## src/rtl/mage_pkg.sv

```systemverilog
// Shared constants, entry layout and FSM state type for the config-stream sequencer.
// The optional RUN timeout length lives here; the feature is enabled by CFG_SEQ_TIMEOUT_EN.
package mage_pkg;

  localparam int ACC_CFGMEM_SIZE        = 4;
  localparam int N_AGE_TOT              = 4;
  localparam int NBIT_CFG_STREAM_WORD   = 8;
  localparam int N_END_CONSTANT         = 7;
  localparam int CFG_SEQ_TIMEOUT_CYCLES = 16;

  typedef logic [N_AGE_TOT-1:0][NBIT_CFG_STREAM_WORD-1:0] cfg_entry_t;

  typedef enum logic [1:0] {
    ST_IDLE    = 2'd0,
    ST_SETTLE  = 2'd1,
    ST_RUN     = 2'd2,
    ST_ADVANCE = 2'd3
  } seq_state_e;

  // A stream takes part in an entry only when its word carries the valid bit.
  function automatic logic [N_AGE_TOT-1:0] entry_valid_mask(input cfg_entry_t e);
    logic [N_AGE_TOT-1:0] m;
    m = '0;
    for (int s = 0; s < N_AGE_TOT; s++) m[s] = e[s][N_END_CONSTANT];
    return m;
  endfunction

endpackage

```

## src/rtl/cfg_stream_sequencer_if.sv

```systemverilog
// Host-side bus of the config-stream sequencer: entry writes, launch, stream completion and status.
interface cfg_stream_sequencer_if
  import mage_pkg::*;
#(
  parameter int CFG_DEPTH = ACC_CFGMEM_SIZE
);
  logic                           cfg_we_i;
  logic [$clog2(CFG_DEPTH)-1:0]   cfg_waddr_i;
  cfg_entry_t                     cfg_wdata_i;
  logic                           start_i;
  logic [$clog2(CFG_DEPTH):0]     n_cfg_i;
  logic [N_AGE_TOT-1:0]           stream_done_i;
  cfg_entry_t [CFG_DEPTH-1:0]     cfgmem_content_o;
  logic                           stream_start_o;
  logic                           busy_o;
  logic                           seq_done_o;
  logic [$clog2(CFG_DEPTH)-1:0]   cfg_idx_o;
  logic                           wr_err_o;
  logic                           err_timeout_o;

  modport slave (
    input  cfg_we_i, cfg_waddr_i, cfg_wdata_i, start_i, n_cfg_i, stream_done_i,
    output cfgmem_content_o, stream_start_o, busy_o, seq_done_o, cfg_idx_o, wr_err_o, err_timeout_o
  );

  modport master (
    output cfg_we_i, cfg_waddr_i, cfg_wdata_i, start_i, n_cfg_i, stream_done_i,
    input  cfgmem_content_o, stream_start_o, busy_o, seq_done_o, cfg_idx_o, wr_err_o, err_timeout_o
  );
endinterface

```

## src/rtl/cfg_mem_rotator.sv

```systemverilog
// Rotated view of the configuration memory: slot k shows entry (idx + k) mod CFG_DEPTH.
module cfg_mem_rotator
  import mage_pkg::*;
#(
  parameter int CFG_DEPTH = ACC_CFGMEM_SIZE
) (
  input  cfg_entry_t [CFG_DEPTH-1:0]   mem_i,
  input  logic [$clog2(CFG_DEPTH)-1:0] idx_i,
  output cfg_entry_t [CFG_DEPTH-1:0]   view_o
);
  localparam int IW = $clog2(CFG_DEPTH);
  localparam int SW = IW + 1;

  for (genvar gi = 0; gi < CFG_DEPTH; gi++) begin : g_rot
    logic [SW-1:0] sum;
    logic [IW-1:0] ridx;
    // One conditional subtract suffices since idx and gi are both below CFG_DEPTH.
    assign sum       = {1'b0, idx_i} + SW'(gi);
    assign ridx      = IW'((sum >= SW'(CFG_DEPTH)) ? (sum - SW'(CFG_DEPTH)) : sum);
    assign view_o[gi] = mem_i[ridx];
  end
endmodule

```

## src/rtl/cfg_stream_sequencer.sv

```systemverilog
// Walks n_cfg stored entries: settle, launch streams, wait for every valid stream, advance.
// Define CFG_SEQ_TIMEOUT_EN to bound each RUN phase and flag a sticky timeout error.
module cfg_stream_sequencer
  import mage_pkg::*;
#(
  parameter int CFG_DEPTH     = ACC_CFGMEM_SIZE,
  parameter int SETTLE_CYCLES = 3
) (
  input logic                   clk_i,
  input logic                   rst_n_i,
  cfg_stream_sequencer_if.slave bus
);
  localparam int IW  = $clog2(CFG_DEPTH);
  localparam int CW  = IW + 1;
  localparam int SCW = (SETTLE_CYCLES > 1) ? $clog2(SETTLE_CYCLES) : 1;

  seq_state_e                 state_q, state_d;
  cfg_entry_t [CFG_DEPTH-1:0] mem_q, mem_d, view;
  logic [IW-1:0]              idx_q, idx_d;
  logic [CW-1:0]              remain_q, remain_d;
  logic [SCW-1:0]             settle_q, settle_d;
  logic [N_AGE_TOT-1:0]       mask_q, mask_d, done_q, done_d, done_nx;
  logic                       start_pulse_q, start_pulse_d;
  logic                       seq_done_q, seq_done_d;
  logic                       wr_err_q, wr_err_d;
`ifdef CFG_SEQ_TIMEOUT_EN
  localparam int TCW = (CFG_SEQ_TIMEOUT_CYCLES > 1) ? $clog2(CFG_SEQ_TIMEOUT_CYCLES) : 1;
  logic [TCW-1:0] tmo_q, tmo_d;
  logic           err_tmo_q, err_tmo_d;
`endif

  cfg_mem_rotator #(.CFG_DEPTH(CFG_DEPTH)) u_rotator (
    .mem_i  (mem_q),
    .idx_i  (idx_q),
    .view_o (view)
  );

  // A done pulse on the completing cycle counts, so compare against the merged value.
  assign done_nx = done_q | (bus.stream_done_i & mask_q);

  always_comb begin
    state_d       = state_q;
    mem_d         = mem_q;
    idx_d         = idx_q;
    remain_d      = remain_q;
    settle_d      = settle_q;
    mask_d        = mask_q;
    done_d        = done_q;
    start_pulse_d = 1'b0;
    seq_done_d    = 1'b0;
    wr_err_d      = 1'b0;
`ifdef CFG_SEQ_TIMEOUT_EN
    tmo_d         = tmo_q;
    err_tmo_d     = err_tmo_q;
`endif
    if (bus.cfg_we_i) begin
      if (state_q == ST_IDLE) mem_d[bus.cfg_waddr_i] = bus.cfg_wdata_i;
      else                    wr_err_d = 1'b1;
    end
    case (state_q)
      ST_IDLE: begin
        if (bus.start_i) begin
`ifdef CFG_SEQ_TIMEOUT_EN
          err_tmo_d = 1'b0;
`endif
          if (bus.n_cfg_i == '0) begin
            seq_done_d = 1'b1;
          end else begin
            idx_d    = '0;
            remain_d = (bus.n_cfg_i > CW'(CFG_DEPTH)) ? CW'(CFG_DEPTH) : bus.n_cfg_i;
            settle_d = '0;
            state_d  = ST_SETTLE;
          end
        end
      end
      ST_SETTLE: begin
        if (settle_q == SCW'(SETTLE_CYCLES - 1)) begin
          state_d       = ST_RUN;
          start_pulse_d = 1'b1;
          mask_d        = entry_valid_mask(view[0]);
          done_d        = '0;
`ifdef CFG_SEQ_TIMEOUT_EN
          tmo_d         = '0;
`endif
        end else begin
          settle_d = settle_q + SCW'(1);
        end
      end
      ST_RUN: begin
        done_d = done_nx;
        if (done_nx == mask_q) begin
          state_d = ST_ADVANCE;
        end
`ifdef CFG_SEQ_TIMEOUT_EN
        else if (tmo_q == TCW'(CFG_SEQ_TIMEOUT_CYCLES - 1)) begin
          err_tmo_d = 1'b1;
          state_d   = ST_ADVANCE;
        end else begin
          tmo_d = tmo_q + TCW'(1);
        end
`endif
      end
      ST_ADVANCE: begin
        remain_d = remain_q - CW'(1);
        idx_d    = (idx_q == IW'(CFG_DEPTH - 1)) ? '0 : idx_q + IW'(1);
        if (remain_q == CW'(1)) begin
          seq_done_d = 1'b1;
          state_d    = ST_IDLE;
        end else begin
          settle_d = '0;
          state_d  = ST_SETTLE;
        end
      end
      default: state_d = ST_IDLE;
    endcase
  end

  always_ff @(posedge clk_i or negedge rst_n_i) begin
    if (!rst_n_i) begin
      state_q       <= ST_IDLE;
      mem_q         <= '0;
      idx_q         <= '0;
      remain_q      <= '0;
      settle_q      <= '0;
      mask_q        <= '0;
      done_q        <= '0;
      start_pulse_q <= 1'b0;
      seq_done_q    <= 1'b0;
      wr_err_q      <= 1'b0;
    end else begin
      state_q       <= state_d;
      mem_q         <= mem_d;
      idx_q         <= idx_d;
      remain_q      <= remain_d;
      settle_q      <= settle_d;
      mask_q        <= mask_d;
      done_q        <= done_d;
      start_pulse_q <= start_pulse_d;
      seq_done_q    <= seq_done_d;
      wr_err_q      <= wr_err_d;
    end
  end

`ifdef CFG_SEQ_TIMEOUT_EN
  always_ff @(posedge clk_i or negedge rst_n_i) begin
    if (!rst_n_i) begin
      tmo_q     <= '0;
      err_tmo_q <= 1'b0;
    end else begin
      tmo_q     <= tmo_d;
      err_tmo_q <= err_tmo_d;
    end
  end
  assign bus.err_timeout_o = err_tmo_q;
`else
  assign bus.err_timeout_o = 1'b0;
`endif

  assign bus.cfgmem_content_o = view;
  assign bus.stream_start_o   = start_pulse_q;
  assign bus.busy_o           = (state_q != ST_IDLE);
  assign bus.seq_done_o       = seq_done_q;
  assign bus.cfg_idx_o        = idx_q;
  assign bus.wr_err_o         = wr_err_q;
endmodule

```

## src/flat_wrapper.sv

```systemverilog
// flat-port wrapper written by rule: the top's interface ports become plain ports
module cfg_stream_sequencer_flat import mage_pkg::*;
#(
  parameter int CFG_DEPTH     = ACC_CFGMEM_SIZE,
  parameter int SETTLE_CYCLES = 3
)
  (clk_i, rst_n_i, bus_cfg_we_i, bus_cfg_waddr_i, bus_cfg_wdata_i, bus_start_i, bus_n_cfg_i, bus_stream_done_i, bus_cfgmem_content_o, bus_stream_start_o, bus_busy_o, bus_seq_done_o, bus_cfg_idx_o, bus_wr_err_o, bus_err_timeout_o);
  cfg_stream_sequencer_if #(.CFG_DEPTH(CFG_DEPTH)) bus_i ();
  input logic clk_i;
  input logic rst_n_i;
  input wire logic [$bits(bus_i.cfg_we_i)-1:0] bus_cfg_we_i;
  input wire logic [$bits(bus_i.cfg_waddr_i)-1:0] bus_cfg_waddr_i;
  input wire logic [$bits(bus_i.cfg_wdata_i)-1:0] bus_cfg_wdata_i;
  input wire logic [$bits(bus_i.start_i)-1:0] bus_start_i;
  input wire logic [$bits(bus_i.n_cfg_i)-1:0] bus_n_cfg_i;
  input wire logic [$bits(bus_i.stream_done_i)-1:0] bus_stream_done_i;
  output wire logic [$bits(bus_i.cfgmem_content_o)-1:0] bus_cfgmem_content_o;
  output wire logic [$bits(bus_i.stream_start_o)-1:0] bus_stream_start_o;
  output wire logic [$bits(bus_i.busy_o)-1:0] bus_busy_o;
  output wire logic [$bits(bus_i.seq_done_o)-1:0] bus_seq_done_o;
  output wire logic [$bits(bus_i.cfg_idx_o)-1:0] bus_cfg_idx_o;
  output wire logic [$bits(bus_i.wr_err_o)-1:0] bus_wr_err_o;
  output wire logic [$bits(bus_i.err_timeout_o)-1:0] bus_err_timeout_o;
  assign bus_i.cfg_we_i = bus_cfg_we_i;
  assign bus_i.cfg_waddr_i = bus_cfg_waddr_i;
  assign bus_i.cfg_wdata_i = bus_cfg_wdata_i;
  assign bus_i.start_i = bus_start_i;
  assign bus_i.n_cfg_i = bus_n_cfg_i;
  assign bus_i.stream_done_i = bus_stream_done_i;
  assign bus_cfgmem_content_o = bus_i.cfgmem_content_o;
  assign bus_stream_start_o = bus_i.stream_start_o;
  assign bus_busy_o = bus_i.busy_o;
  assign bus_seq_done_o = bus_i.seq_done_o;
  assign bus_cfg_idx_o = bus_i.cfg_idx_o;
  assign bus_wr_err_o = bus_i.wr_err_o;
  assign bus_err_timeout_o = bus_i.err_timeout_o;
  cfg_stream_sequencer #(.CFG_DEPTH(CFG_DEPTH), .SETTLE_CYCLES(SETTLE_CYCLES)) u_core (.clk_i(clk_i), .rst_n_i(rst_n_i), .bus(bus_i));
endmodule
```

## config.mk

```make
export PLATFORM = sky130hd
export DESIGN_NAME = cfg_stream_sequencer_flat
export DESIGN_NICKNAME = d
export VERILOG_FILES = /design/src/rtl/mage_pkg.sv /design/src/rtl/cfg_stream_sequencer_if.sv /design/src/rtl/cfg_mem_rotator.sv /design/src/rtl/cfg_stream_sequencer.sv /design/src/flat_wrapper.sv
export SDC_FILE = /design/constraint.sdc
export NUM_CORES = 1
export LEC_CHECK = 0
export ABC_AREA = 1
export CELL_PAD_IN_SITES_DETAIL_PLACEMENT = 0
export CELL_PAD_IN_SITES_GLOBAL_PLACEMENT = 1
export CORE_ASPECT_RATIO = 0.8
export CORE_MARGIN = 5
export CORE_UTILIZATION = 33
export CTS_CLUSTER_SIZE = 10
export DETAILED_ROUTE_END_ITERATION = 6
export PLACE_DENSITY = 0.78
export SLEW_MARGIN = 20
export SYNTH_ARGS = -nofsm -noshare
export SYNTH_HDL_FRONTEND = slang
export SYNTH_HIERARCHICAL = 1
export SYNTH_SLANG_ARGS = --single-unit
```

## constraint.sdc

```tcl
create_clock -name clk_i -period 1.6 [get_ports clk_i]
set_clock_uncertainty 0.05 [all_clocks]
set_input_delay 0.32 -clock clk_i [delete_from_list [all_inputs] [get_ports clk_i]]
set_output_delay 0.32 -clock clk_i [all_outputs]
set_load 0.1 [all_outputs]
```

==> out/qor.csv, run 1 <==
metric,value,unit
total gr overflow,0,
DP HPWL,22.5,mm
Core Area,28300,µm²
WL/cell,21.8,µm
Die W,199,µm
Final #Nets,1814,
part of the cycle the worst path needs,1.45,
Die Y,161,µm
clk sinks,148,
post-synth cell types,26,
synthesized area per cell,6.38,µm²
GRT Overall Usage,0.239,
DRC viols,0,
first-pass GRT wire length,60.5,mm
post-route ant nets,0,
Mapped Nets,1537,
fin util,0.756,
Mapped Cells,1483,
worst-skew pair later-pin latency,0.44,ns
Max Cap Viol,0,
fraction of layout instances using a drive strength above 1,0.602,
worst hold path type,input pin to async pin,
Worst Setup SP,u_core/bus.cfg_idx_o[0],
post-route cell area,21400,µm²
crit path time final,2.32,ns
fillers,1771,
asr flop ratio synth,1.00,
# IOs,180,
CTS tree,built,
worst path arrival time,1.95,ns
#FFs+latches synth,148,
final hold viol count,0,
Vias/cell,5.28,
placed inst area,15600,µm²
FP Rows,55,
Post-synth EDFFs,0,
Hold Slack,0.278,ns
Max Buffers Root-to-Sink,2,
routed via count,11327,
failing checks,setup timing,
Synth Flop Type,dfrtp_1,
drt pass-1 iters,6,
vias in the first global route,10654,
Area Overhead vs Synth,126,%
setup ws final,-0.721,ns
status,"finished, violations left",
WL final,46.8,mm
Synth Warn #,6,
Die ar.,32200,µm²
Crit Path Max Fanout,8,
largest net degree at the start of global routing,45,
r2r startpoint,u_core/state_q[1],
"commonest non-fill, non-tap cells in the layout","nand2_4, nand2_1, inv_1",
post-synthesis sequential area ratio,0.391,
Critical Path Sink Type,output port,
unrepaired setup endpoints after global routing,true,
TritonCTS Buffers,17,
crit start category,flop,
# setup viols final,262,
htree depth,4,
WS Path Type,flop to output port,
synthesized area,9460,µm²
Placer Congestion,0.793,
CTS Root Cell,clkbuf_16,
initial antenna violation count,2,
initial core utilization,0.335,
"commonest non-fill, non-tap cell in the layout",nand2_4,
setup_tns,-105.38,ns
DR iter-0 viols,929,
number of port buffers,178,
"Slew Viols, Final",0,
fmax,0.431,GHz
clock transition at the registers of the reported paths,0.07,ns
WP data required,1.23,ns
[timing repair]
action / in CTS / in global routing
gates resized for setup: 437 / 531
gates cloned: 30 / 35
pin swaps: 25 / 62
hold buffers: 1 / 0
setup endpoints to repair: 235 / 267
buffers inserted: 36 / 10
endpoints found under the hold margin: 25 / 0
[Yosys cell counts (2+ instances only)]
cell type	number	area (µm²)
a21oi_1	10	50.1
a21oi_2	28	245
buf_2	51	255
buf_4	6	45.0
buf_6	5	56.3
clkbuf_1	17	63.8
dfrtp_1	148	3700
ha_1	9	113
inv_1	188	706
inv_2	2	7.51
nand2_1	709	2660
nand2_2	2	12.5
nand3_1	137	686
nand3_2	3	30.0
nand3b_1	3	22.5
nor2_1	42	158
o21ai_0	109	546
o22ai_1	5	31.3
or2_2	2	12.5
[flip-flops by register name, summed over array words and instances, names as in the netlist]
name                       cells
u_core/state_q                 2
u_core/settle_q                2
u_core/mask_q                  4
u_core/bus.cfg_idx_o           2
u_core/bus.wr_err_o            1
u_core/bus.seq_done_o          1
u_core/bus.stream_start_o      1
u_core/done_q                  4
u_core/remain_q                3
u_core/mem_q                 128
[kinds of logic after synthesis]
| kind of cell | count (synthesis) | share of synthesized area |
|---|---|---|
| buffers and inverters | 271 | 0.122 |
| and+or+nand+nor | 900 | 0.381 |
| other | 1 | 0.000396 |
| DFF | 148 | 0.391 |
| AOI/OAI and AO/OA | 154 | 0.0939 |
| adders and majority gates | 9 | 0.0119 |
[area by class of cell]
| type | instances | area (µm²) | area share |
|---|---|---|---|
| diodes | 1 | 2.50 | 0.000117 |
| clock buffers | 17 | 425 | 0.0199 |
| clock inverters | 15 | 201 | 0.00942 |
| inverters | 191 | 743 | 0.0348 |
| multi-input cells | 1065 | 9800 | 0.458 |
| flip-flops and latches | 148 | 3710 | 0.174 |
| well taps | 370 | 463 | 0.0216 |
| repair buffers | 337 | 6040 | 0.282 |
[stage by stage]
stage,setup WS (ns),cells
after floorplan,-0.258,1483
after global placement,-0.318,2012
after detailed placement,-0.349,2012
after CTS,-0.728,2109
after global routing,-0.780,2144
final,-0.721,2144
[critical path, stage by stage (launching register included)]
cell      delay [ns]
dfrtp_4         0.53
clkinv_8        0.11
buf_12          0.15
buf_16          0.14
nand2_1         0.11
nand2_4         0.15
nand2_4         0.08
nand2_8         0.08
buf_12          0.16
[final timing paths]
kind	slack, ns	cells past startpoint	endpoint
max in group asynchronous	0.64	3	u_core/mem_q[15]
worst max-delay path	-0.72	8	bus_cfgmem_content_o[38]
min in group clk_i	0.44	3	u_core/mem_q[116]
worst min-delay path	0.28	2	u_core/remain_q[0]
worst min register to register	0.45	1	u_core/settle_q[0]
worst max register to register	-0.28	12	u_core/mem_q[24]
[metal layers]
metal  GRT usage  part of all wire  wire length, µm
met2       0.385              0.48            22600
met5           0           0.00024               11
met3      0.0390             0.071             3330
met1       0.339              0.42            19500
met4      0.0543             0.029             1380
Power of run 1 is left out: the tool's default activity adds up to more than one toggle a clock period on the data nets, which glitch-free logic cannot reach.
==> inputs of run 2 (changes only) <==
CORE_MARGIN = 1   (was 5)
==> run 2 against run 1 <==
Effect of this change: the flow still finishes with violations (setup timing); wire length fell by 23%; register-to-register slack improved by 0.19 ns; highest routed layer is now met4; critical path type unchanged; sequential share of layout area rose by 2.5 points; count of clock-buffer cells in the layout rose by 2; non-clock buffer count fell by 51.
==> out/qor.csv, run 2 (synthesis results as in run 1) <==
metric,value,unit,change
total gr overflow,0,,unchanged
status,"finished, violations left",,
clk sinks,148,,unchanged
# setup viols final,137,,-48%
Die ar.,29400,µm²,-8.8%
Area Overhead vs Synth,97.4,%,
Largest Register,u_core/mem_q,,
setup ws final,-0.702,ns,+0.0186 ns
setup_tns,-79.24,ns,+26.14 ns
placed inst area,15600,µm²,-0.18%
WS Path Type,flop to output port,,
CTS Root Cell,clkbuf_16,,
Vias/cell,4.96,,-6.1%
fin cells,2092,,-2.4%
"delay-heaviest family, CP",buffers and inverters,,
clock transition at the registers of the reported paths,0.07,ns,about the same
"commonest non-fill, non-tap cell in the layout",nand2_1,,
fin util,0.662,,-0.0939
# IOs,180,,unchanged
Max Cap Viol,0,,unchanged
Max Buffers Root-to-Sink,2,,unchanged
final hold viol count,0,,unchanged
fmax,0.434,GHz,+0.81%
Post-Place Cells,2015,,+0.15%
drt pass-1 iters,7,,+1
TritonCTS Buffers,17,,unchanged
Placer Congestion,0.781,,-1.5%
CP Buf/Inv Count,4,,unchanged
flip-flop count of the largest register after layout,128,,unchanged
WL/cell,17.2,µm,-21%
worst path arrival time,1.93,ns,-0.02 ns
initial core utilization,0.335,,+0.000816
htree depth,4,,unchanged
worst hold path type,input pin to async pin,,
DRC viols,0,,unchanged
initial antenna violation count,0,,-2
Final #Nets,1763,,-2.8%
Crit Path Max Fanout,7,,-1
Die W,191,µm,-4.0%
vias in the first global route,9541,,-10%
WL final,36.0,mm,-23%
fraction of layout instances using a drive strength above 1,0.475,,-0.127
WP data required,1.23,ns,about the same
GRT Overall Usage,0.214,,-0.0250
Critical Path Sink Type,output port,,
crit start category,flop,,
Crit-path slowest cell,dfrtp_4,,
Die Y,153,µm,-5.0%
ANT cells,0,,-1
DP HPWL,21.5,mm,-4.6%
biggest regs,"u_core/mem_q x128, u_core/done_q x4, u_core/mask_q x4",,
worst path cell trace,"buf_6, nand2_4, nand2_8, buf_12, buf_16, nand2_4, nand2_8, buf_12",,
largest net degree at the start of global routing,65,,+44%
failing checks,setup timing,,
DR iter-0 viols,696,,-25%
worst-skew pair later-pin latency,0.42,ns,-0.02 ns
number of port buffers,178,,unchanged
post-route ant nets,0,,unchanged
CTS tree,built,,
first-pass GRT wire length,50.1,mm,-17%
"commonest non-fill, non-tap cells in the layout","nand2_1, inv_1, nand2_4",,
Core Area,28200,µm²,-0.24%
Slowest Stage Delay on Critical Path,0.52,ns,about the same
unrepaired setup endpoints after global routing,true,,
post-route cell area,18700,µm²,-13%
FP Rows,55,,unchanged
"Slew Viols, Final",0,,unchanged
part of the cycle the worst path needs,1.44,,-0.0116
routed via count,10380,,-8.4%
crit path time final,2.30,ns,-0.0186 ns
run 2: changes by cell type in the layout (fill, tap and decap cells not counted), moves of 20 or more:
cell | previous run | this run
o21ai_0 | 7 | 104
nand2_1 | 214 | 308
nand2_4 | 248 | 173
o21ai_1 | 54 | 3
o21ai_2 | 48 | 2
nor2_1 | 12 | 41
nor2_4 | 27 | 0
nand3_1 | 21 | 47
nand2_8 | 99 | 74
nand3_2 | 76 | 51
buf_16 | 29 | 9
run 2: final cells by class:
type / instances / area (µm²)
fill: 2234 / 9530
multi-input combinational: 1065 / 8310
timing repair buffer: 286 / 4890
sequential: 148 / 3710
inverter: 191 / 736
tap: 370 / 463
clock buffer: 19 / 453
clock inverter: 13 / 123
run 2: layer usage:
layer  vias up  GRT usage  part of all wire
li1       5016          -                 -
met3        29     0.0342             0.050
met4         0     0.0416             0.011
met2       275      0.342              0.48
met1      5060      0.304              0.46
met5         -          0                 0
run 2: path summary, 6_finish.rpt:
path,startpoint,endpoint,slack [ns],cells past startpoint
min in group clk_i,u_core/settle_q[0],u_core/settle_q[0],0.44,1
hold reg to reg,u_core/settle_q[0],u_core/settle_q[0],0.44,1
max in group asynchronous,rst_n_i,u_core/mem_q[71],0.65,3
hold / removal,rst_n_i,u_core/remain_q[1],0.29,2
setup reg to reg,u_core/bus.cfg_idx_o[0],u_core/mask_q[1],-0.09,10
setup / recovery,u_core/bus.cfg_idx_o[0],bus_cfgmem_content_o[104],-0.70,8
run 2: per-stage QoR:
| step | hold WS [ns] | setup slack [ns] |
|---|---|---|
| detailed placement | 0.190 | -0.295 |
| floorplan | -0.0256 | -0.258 |
| CTS | 0.301 | -0.729 |
| finish | 0.293 | -0.702 |
| global placement | 0.190 | -0.261 |
| global route | 0.312 | -0.756 |
run 2: timing repair:
action                                  CTS  global route
pin swaps                                12            42
gates cloned                              4            22
hold buffers                              1             0
resized for setup                        87           372
hold endpoints to repair                 28             0
endpoints found under the setup margin  259           246
buffers inserted                          4            14
Power of run 2 is left out for the same reason.
